==> src/rtl/irq_controller_pkg.sv <==
`default_nettype none
// ============================================================================
// Module : irq_controller_pkg
// Brief  : Shared types and sizing helpers for the interrupt controller.
// Rev    : 1.0
// ============================================================================
package irq_controller_pkg;

    localparam int unsigned c_pc_w_default = 10;

    typedef enum logic [1:0] {
        ST_IDLE   = 2'd0,
        ST_VECTOR = 2'd1,
        ST_RETURN = 2'd2
    } irq_state_t;

    // A single source still needs a 1-bit id field so the stack entry stays well formed.
    function automatic int unsigned id_width(input int unsigned nirq);
        return (nirq > 1) ? $clog2(nirq) : 1;
    endfunction

    // Stack entry layout, MSB to LSB: {zflag, return PC, source id}.
    function automatic int unsigned entry_width(input int unsigned nirq, input int unsigned pc_w);
        return 1 + pc_w + id_width(nirq);
    endfunction

endpackage
`default_nettype wire

==> src/rtl/irq_controller_stack.sv <==
`default_nettype none
// ============================================================================
// Module : irq_controller_stack
// Brief  : DEPTH x WIDTH hardware LIFO holding interrupt return context.
// Rev    : 1.0
// ============================================================================
module irq_controller_stack #(
    parameter int unsigned DEPTH = 4,
    parameter int unsigned WIDTH = 15
) (
    input  logic             clk,
    input  logic             reset,
    input  logic             i_push,
    input  logic             i_pop,
    input  logic [WIDTH-1:0] i_din,
    output logic [WIDTH-1:0] o_dout,
    output logic             o_full,
    output logic             o_empty
);

    localparam int unsigned c_sp_w = $clog2(DEPTH + 1);
    localparam int unsigned c_aw   = (DEPTH > 1) ? $clog2(DEPTH) : 1;

    typedef logic [c_sp_w-1:0] sp_t;
    typedef logic [c_aw-1:0]   addr_t;

    logic [WIDTH-1:0] r_mem [DEPTH];
    sp_t              r_sp;
    addr_t            w_wr_addr;
    addr_t            w_rd_addr;

    assign o_full    = (r_sp == sp_t'(DEPTH));
    assign o_empty   = (r_sp == '0);
    assign w_wr_addr = addr_t'(r_sp);
    assign w_rd_addr = addr_t'(r_sp - sp_t'(1));

    // Only the pointer is reset; stale entries are unreachable once it is cleared.
    always_ff @(posedge clk or posedge reset) begin
        if (reset) begin
            r_sp <= '0;
        end else if (i_push && !o_full) begin
            r_sp <= r_sp + sp_t'(1);
        end else if (i_pop && !o_empty) begin
            r_sp <= r_sp - sp_t'(1);
        end
    end

    always_ff @(posedge clk) begin
        if (i_push && !o_full) begin
            r_mem[w_wr_addr] <= i_din;
        end
    end

    assign o_dout = o_empty ? '0 : r_mem[w_rd_addr];

endmodule
`default_nettype wire

==> src/rtl/irq_controller.sv <==
`default_nettype none
// ============================================================================
// Module : irq_controller
// Brief  : Nesting fixed-priority interrupt controller driving the PC mux and
//          zero-flag reload of the 8-bit core.
// Rev    : 1.0
// ============================================================================
module irq_controller
    import irq_controller_pkg::*;
#(
    parameter int unsigned     NIRQ      = 4,
    parameter int unsigned     PC_W      = c_pc_w_default,
    parameter int unsigned     DEPTH     = 4,
    parameter logic [PC_W-1:0] VEC_BASE  = PC_W'(10'h3F0),
    parameter int unsigned     VEC_SHIFT = 1
) (
    input  logic            clk,
    input  logic            reset,
    input  logic [NIRQ-1:0] i_irq_in,
    input  logic [NIRQ-1:0] i_irq_mask,
    input  logic            i_ei,
    input  logic            i_di,
    input  logic            i_reti,
    input  logic [PC_W-1:0] i_pc_next,
    input  logic            i_zflag,
    output logic            o_take,
    output logic [PC_W-1:0] o_irq_pc,
    output logic            o_z_restore,
    output logic            o_z_load,
    output logic [NIRQ-1:0] o_ack,
    output logic [NIRQ-1:0] o_in_service,
    output logic            o_err
);

    localparam int unsigned c_id_w    = id_width(NIRQ);
    localparam int unsigned c_entry_w = entry_width(NIRQ, PC_W);
    localparam int unsigned c_pc_lsb  = c_id_w;
    localparam int unsigned c_z_bit   = c_id_w + PC_W;

    typedef logic [c_id_w-1:0] id_t;
    typedef logic [NIRQ-1:0]   irq_t;
    typedef logic [PC_W-1:0]   pc_t;

    irq_state_t r_state;
    irq_t       r_sync1;
    irq_t       r_sync2;
    irq_t       r_sync3;
    irq_t       r_pending;
    irq_t       r_in_service;
    irq_t       r_ack;
    logic       r_gie;
    logic       r_err;
    logic       r_take;
    logic       r_z_load;
    logic       r_z_restore;
    pc_t        r_irq_pc;
    id_t        r_ret_id;

    irq_t       w_rise;
    irq_t       w_elig;
    irq_t       w_le_mask;
    irq_t       w_win_oh;
    irq_t       w_set;
    irq_t       w_isr_clr;
    id_t        w_win;
    logic       w_any;
    logic       w_prio_ok;
    logic       w_cand;
    logic       w_accept;
    logic       w_overflow;
    logic       w_do_ret;
    logic       w_ret_err;
    logic       w_full;
    logic       w_empty;
    pc_t        w_vec;
    logic [c_entry_w-1:0] w_push_entry;
    logic [c_entry_w-1:0] w_top;

    // Two synchroniser stages, the third flop only remembers the previous level.
    assign w_rise = r_sync2 & ~r_sync3;
    assign w_elig = r_pending & i_irq_mask;
    assign w_any  = |w_elig;

    always_comb begin
        w_win = '0;
        for (int i = NIRQ - 1; i >= 0; i--) begin
            if (w_elig[i]) begin
                w_win = id_t'(i);
            end
        end
    end

    // Bits at or above the winner's priority; any of them in service blocks nesting.
    always_comb begin
        w_le_mask = '0;
        for (int i = 0; i < NIRQ; i++) begin
            w_le_mask[i] = (id_t'(i) <= w_win);
        end
    end

    assign w_prio_ok  = ~|(r_in_service & w_le_mask);
    assign w_cand     = (r_state == ST_IDLE) && r_gie && w_any && w_prio_ok && !i_reti;
    assign w_accept   = w_cand && !w_full;
    assign w_overflow = w_cand && w_full;
    assign w_do_ret   = (r_state == ST_IDLE) && i_reti && !w_empty;
    assign w_ret_err  = i_reti && ((r_state != ST_IDLE) || w_empty);

    assign w_win_oh  = irq_t'(1) << w_win;
    assign w_set     = w_accept ? w_win_oh : '0;
    assign w_isr_clr = (r_state == ST_RETURN) ? (irq_t'(1) << r_ret_id) : '0;
    assign w_vec     = VEC_BASE + (pc_t'(w_win) << VEC_SHIFT);

    assign w_push_entry = {i_zflag, i_pc_next, w_win};

    irq_controller_stack #(
        .DEPTH (DEPTH),
        .WIDTH (c_entry_w)
    ) u_stack (
        .clk     (clk),
        .reset   (reset),
        .i_push  (w_accept),
        .i_pop   (w_do_ret),
        .i_din   (w_push_entry),
        .o_dout  (w_top),
        .o_full  (w_full),
        .o_empty (w_empty)
    );

    always_ff @(posedge clk or posedge reset) begin
        if (reset) begin
            r_state      <= ST_IDLE;
            r_sync1      <= '0;
            r_sync2      <= '0;
            r_sync3      <= '0;
            r_pending    <= '0;
            r_in_service <= '0;
            r_ack        <= '0;
            r_gie        <= 1'b0;
            r_err        <= 1'b0;
            r_take       <= 1'b0;
            r_z_load     <= 1'b0;
            r_z_restore  <= 1'b0;
            r_irq_pc     <= '0;
            r_ret_id     <= '0;
        end else begin
            r_sync1 <= i_irq_in;
            r_sync2 <= r_sync1;
            r_sync3 <= r_sync2;

            // A fresh edge on the winner in the accept cycle stays pending.
            r_pending    <= (r_pending & ~w_set) | w_rise;
            r_in_service <= (r_in_service | w_set) & ~w_isr_clr;

            if (i_di) begin
                r_gie <= 1'b0;
            end else if (i_ei) begin
                r_gie <= 1'b1;
            end

            if (w_overflow || w_ret_err) begin
                r_err <= 1'b1;
            end

            r_take      <= 1'b0;
            r_irq_pc    <= '0;
            r_ack       <= '0;
            r_z_load    <= 1'b0;
            r_z_restore <= 1'b0;

            unique case (r_state)
                ST_IDLE: begin
                    if (w_do_ret) begin
                        r_state     <= ST_RETURN;
                        r_take      <= 1'b1;
                        r_irq_pc    <= w_top[c_pc_lsb +: PC_W];
                        r_z_load    <= 1'b1;
                        r_z_restore <= w_top[c_z_bit];
                        r_ret_id    <= w_top[c_id_w-1:0];
                    end else if (w_accept) begin
                        r_state  <= ST_VECTOR;
                        r_take   <= 1'b1;
                        r_irq_pc <= w_vec;
                        r_ack    <= w_win_oh;
                    end
                end
                ST_VECTOR: r_state <= ST_IDLE;
                ST_RETURN: r_state <= ST_IDLE;
                default:   r_state <= ST_IDLE;
            endcase
        end
    end

    assign o_take       = r_take;
    assign o_irq_pc     = r_irq_pc;
    assign o_z_restore  = r_z_restore;
    assign o_z_load     = r_z_load;
    assign o_ack        = r_ack;
    assign o_in_service = r_in_service;
    assign o_err        = r_err;

endmodule
`default_nettype wire

==> config.mk <==
export PLATFORM = sky130hd
export DESIGN_NAME = irq_controller
export DESIGN_NICKNAME = d
export VERILOG_FILES = /design/src/rtl/irq_controller_pkg.sv /design/src/rtl/irq_controller_stack.sv /design/src/rtl/irq_controller.sv
export SDC_FILE = /design/constraint.sdc
export NUM_CORES = 1
export LEC_CHECK = 0
export BUFFER_PORTS_ARGS = -buffer_cell sky130_fd_sc_hd__buf_2
export CAP_MARGIN = 20
export CORE_MARGIN = 2
export CORE_UTILIZATION = 55
export DETAILED_ROUTE_END_ITERATION = 8
export GPL_TIMING_DRIVEN = 0
export PLACE_DENSITY = 0.76
export REMOVE_ABC_BUFFERS = 1
export SLEW_MARGIN = 20
export SYNTH_ARGS = -nofsm -noshare
export SYNTH_HDL_FRONTEND = slang
export SYNTH_HIERARCHICAL = 1
export SYNTH_SLANG_ARGS = --single-unit
==> constraint.sdc <==
create_clock -name clk -period 3.55 [get_ports clk]
set_input_delay 0.1775 -clock clk [delete_from_list [all_inputs] [get_ports clk]]
set_output_delay 0.1775 -clock clk [all_outputs]
set_load 0.01 [all_outputs]
==> reports/metrics.cfg <==
[run_status]
status = finished clean

[critical_path]
end_kind = flop
cp_cell_sequence = inv_1, ha_1, and2_1, nor4_2, nand3_2, inv_1, a21boi_2, and2_2
cp_slowest_stage_delay_ns = 0.64
critPathBufInv = 2
worstSetupStartpointType = flop
cp_top_family = simple AND/OR/NAND/NOR gates
crit_type = flop to flop
cp.required_ns = 3.57
cp_slowest_cell = dfrtp_4
r2r_slack_ns = 0.25
cp_max_fo = 17
worstPathArrival_ns = 3.32
critPathMostFrequentCell = inv_1

[placement]
io_buffers = 45
placed_cells = 359
place_hpwl_mm = 4.17
placed_cell_area_mm2 = 0.00412
gp_congestion = 0.810

[finish]
layout.cells.non_filler = 381
finish.instance_area_mm2 = 0.00441
drive_above_1_share_pct = 28.9
n_antenna_cell = 0
area_delta_synth_final_pct = 15.7
n_fill_cell = 493
fin_nets = 326

[logic_synthesis]
synth_edf_count = 52
yosys-top-cells-area = edfxtp_1 (41%), dfrtp_1 (30%), mux4_2 (7.7%)
ys_types = 39
ys_ff_latch = 98
synth.avg_cell_area_um2 = 15.9
synth_area_mm2 = 0.00381
synth_top_area_cell = edfxtp_1
synth_seq_area_share_pct = 71.1
ys_async_sr_fraction_pct = 46.9
ys.flop_type = edfxtp_1
postSynthCellCount = 240
yosysTopAreaCellShare_pct = 40.9
ys_warn_count = 6

[routing]
drt_pre_antenna_iters = 5
drt_iter0_drc = 106
drt-total-wl_mm = 6.45
routed-wl-met3_um = 403
wl_per_cell_um = 16.9
wl_met1_mm = 2.71
drc = 0
dr.max_layer_used = met4
via_count = 2102
route.met2.wl_mm = 3.27
via_per_inst = 5.52
ant_nets = 0

[clock_network]
cts_buffer_depth = 2
h-tree-depth = 3
clock_latency_ns = 0.35
root_buffer = clkbuf_8
path_clk_slew_ns = 0.09
postCtsSetupBuffers = 0
cts_tree = built
cts.sinks = 98
cts-buffers-inserted = 9

[floorplan]
io_pins = 46
die_h_um = 87.3
coreArea_mm2 = 0.00676
start_util_pct = 56.4
die_w_um = 87.3
dieArea_mm2 = 0.00762
rows = 30

[sta]
setup_tns_ns = 0
tightest_slew_ns = 0.665
timing.hold.ws_ns = 0.0335
drv_slew = 0
clock.fmax_mhz = 303
skew_ns = 0.00861
period_needed_ns = 3.30
period_share_pct = 93.0
setup-violations-final = 0
finalHoldViolCount = 0
slew_headroom_pct = 55.7
rsz0062_at_grt = true

[global_routing]
grt_pass1_wl_mm = 10.4
grt-ovfl-total = 0
grt_pass1_vias = 2055
track_usage_pct = 18.9
grt_start_max_net_pins = 27
antenna_found_initial = 0

[worst_hold_path]
min_path_type = input pin to flop

[power]
p_leak_uw = 0.00185
p_per_area_mw_per_mm2 = 727
peakVddDrop_mv = 0.418

[job]
maxCapViolations = 0

[kinds of logic (layout without fill, tap and decap cells)]
kind of cell	Yosys count	count (layout)	synth area share [%]
AO/OA/AOI/OAI	19	19	4.00
XOR/XNOR	1	1	0.230
adder cells (fa/ha/maj)	6	6	1.97
buffers and inverters	22	83	2.62
flip-flops	98	98	71.1
multiplexers	14	14	7.97
AND/OR/NAND/NOR	80	80	12.1
[synth_stat cells (2+ instances only)]
cell	n
dfrtp_1	46
a32o_1	2
nor3b_1	2
and2_1	10
buf_2	2
a22o_1	2
a21boi_0	2
nand2_1	21
nand4_1	3
o22a_1	2
buf_6	2
nor2b_1	15
clkbuf_1	3
ha_1	6
nand3_1	4
nor4_4	2
nand2b_1	2
mux4_2	13
edfxtp_1	52
a22oi_1	2
nand3b_1	3
nor2_1	8
inv_1	15
o22ai_1	2
or3_1	3
nor3_1	2
o21ai_0	2
[final cells by class]
| class | instances | area [um^2] | share of cell area, % |
|---|---|---|---|
| clock inverters | 5 | 80.1 | 1.81 |
| repair buffers | 52 | 305 | 6.92 |
| flip-flops and latches | 98 | 2720 | 61.6 |
| clock buffers | 11 | 131 | 2.98 |
| multi-input cells | 120 | 1020 | 23.2 |
| well taps | 80 | 100 | 2.27 |
| inverters | 15 | 56.3 | 1.28 |
[through the flow]
| stage | power, uW | setup slack, ns | util (%) |
|---|---|---|---|
| finish | 3210 | 0.250 | 65.3 |
| global route | 3400 | -0.103 | 65.3 |
| CTS | 3240 | 0.0641 | 65.2 |
| detailed placement | 2470 | -1.20 | 60.9 |
| global placement | 2430 | -1.08 | 60.6 |
| floorplan | 2170 | -0.0892 | - |
[where the power goes]
part | switching, uW | internal, uW | leakage, uW | total [uW]
Sequential | 138 | 1370 | 0.00103 | 1510
Combinational | 475 | 472 | 0.000711 | 947
Clock | 356 | 396 | 0.000101 | 752
Total | 969 | 2240 | 0.00185 | 3210
[layer usage]
metal	track usage, %	up-vias
met5	0	-
met4	7.55	0
met3	4.74	5
met2	30.7	67
met1	24.6	1047
li1	-	983
[sequential cells by signal (all words and copies together) (netlist names)]
name	count
o_ack	4
o_err	1
o_in_service	4
o_irq_pc	10
o_take	1
o_z_load	1
o_z_restore	1
r_gie	1
r_pending	4
r_ret_id	2
r_state	2
r_sync1	4
r_sync2	4
r_sync3	4
u_stack/r_mem	52
u_stack/r_sp	3
[path summary, 6_finish.rpt]
| path | cells after the start | end | startpoint |
|---|---|---|---|
| min in group asynchronous | 3 | u_stack/r_sp[1] | reset |
| hold reg to reg | 0 | r_sync2[1] | r_sync1[1] |
| setup / recovery | 8 | u_stack/r_mem[1][11] | u_stack/r_sp[0] |
| max in group asynchronous | 4 | o_irq_pc[0] | reset |
| setup reg to reg | 8 | u_stack/r_mem[1][11] | u_stack/r_sp[0] |
| hold / removal | 1 | u_stack/r_mem[0][9] | i_pc_next[7] |
[cells in the final DEF, fill, tap and decap left out, types with 2 or more instances in the layout]
| master | count |
|---|---|
| edfxtp_1 | 52 |
| buf_2 | 45 |
| dfrtp_1 | 45 |
| nand2_1 | 21 |
| nor2b_1 | 15 |
| inv_1 | 14 |
| mux4_2 | 13 |
| clkbuf_8 | 9 |
| nor2_1 | 7 |
| and2_1 | 6 |
| dlygate4sd3_1 | 6 |
| ha_1 | 6 |
| and2_2 | 4 |
| or3_1 | 3 |
| nand4_1 | 3 |
| nand3b_1 | 3 |
| nand3_1 | 3 |
| a22oi_1 | 2 |
| nand2b_1 | 2 |
| nor4_4 | 2 |
| nor3b_1 | 2 |
| o22a_1 | 2 |
| o22ai_1 | 2 |
| a22o_1 | 2 |
| a32o_1 | 2 |
| nor3_1 | 2 |
| o21ai_0 | 2 |
| bufinv_16 | 2 |
| clkbuf_1 | 2 |
[repair_timing]
item	in CTS	in global routing
gates resized for setup	9	1
endpoints found under the hold margin	25	0
setup endpoints to repair	69	52
hold buffers	6	0
Power figures use the tool's default switching activity.
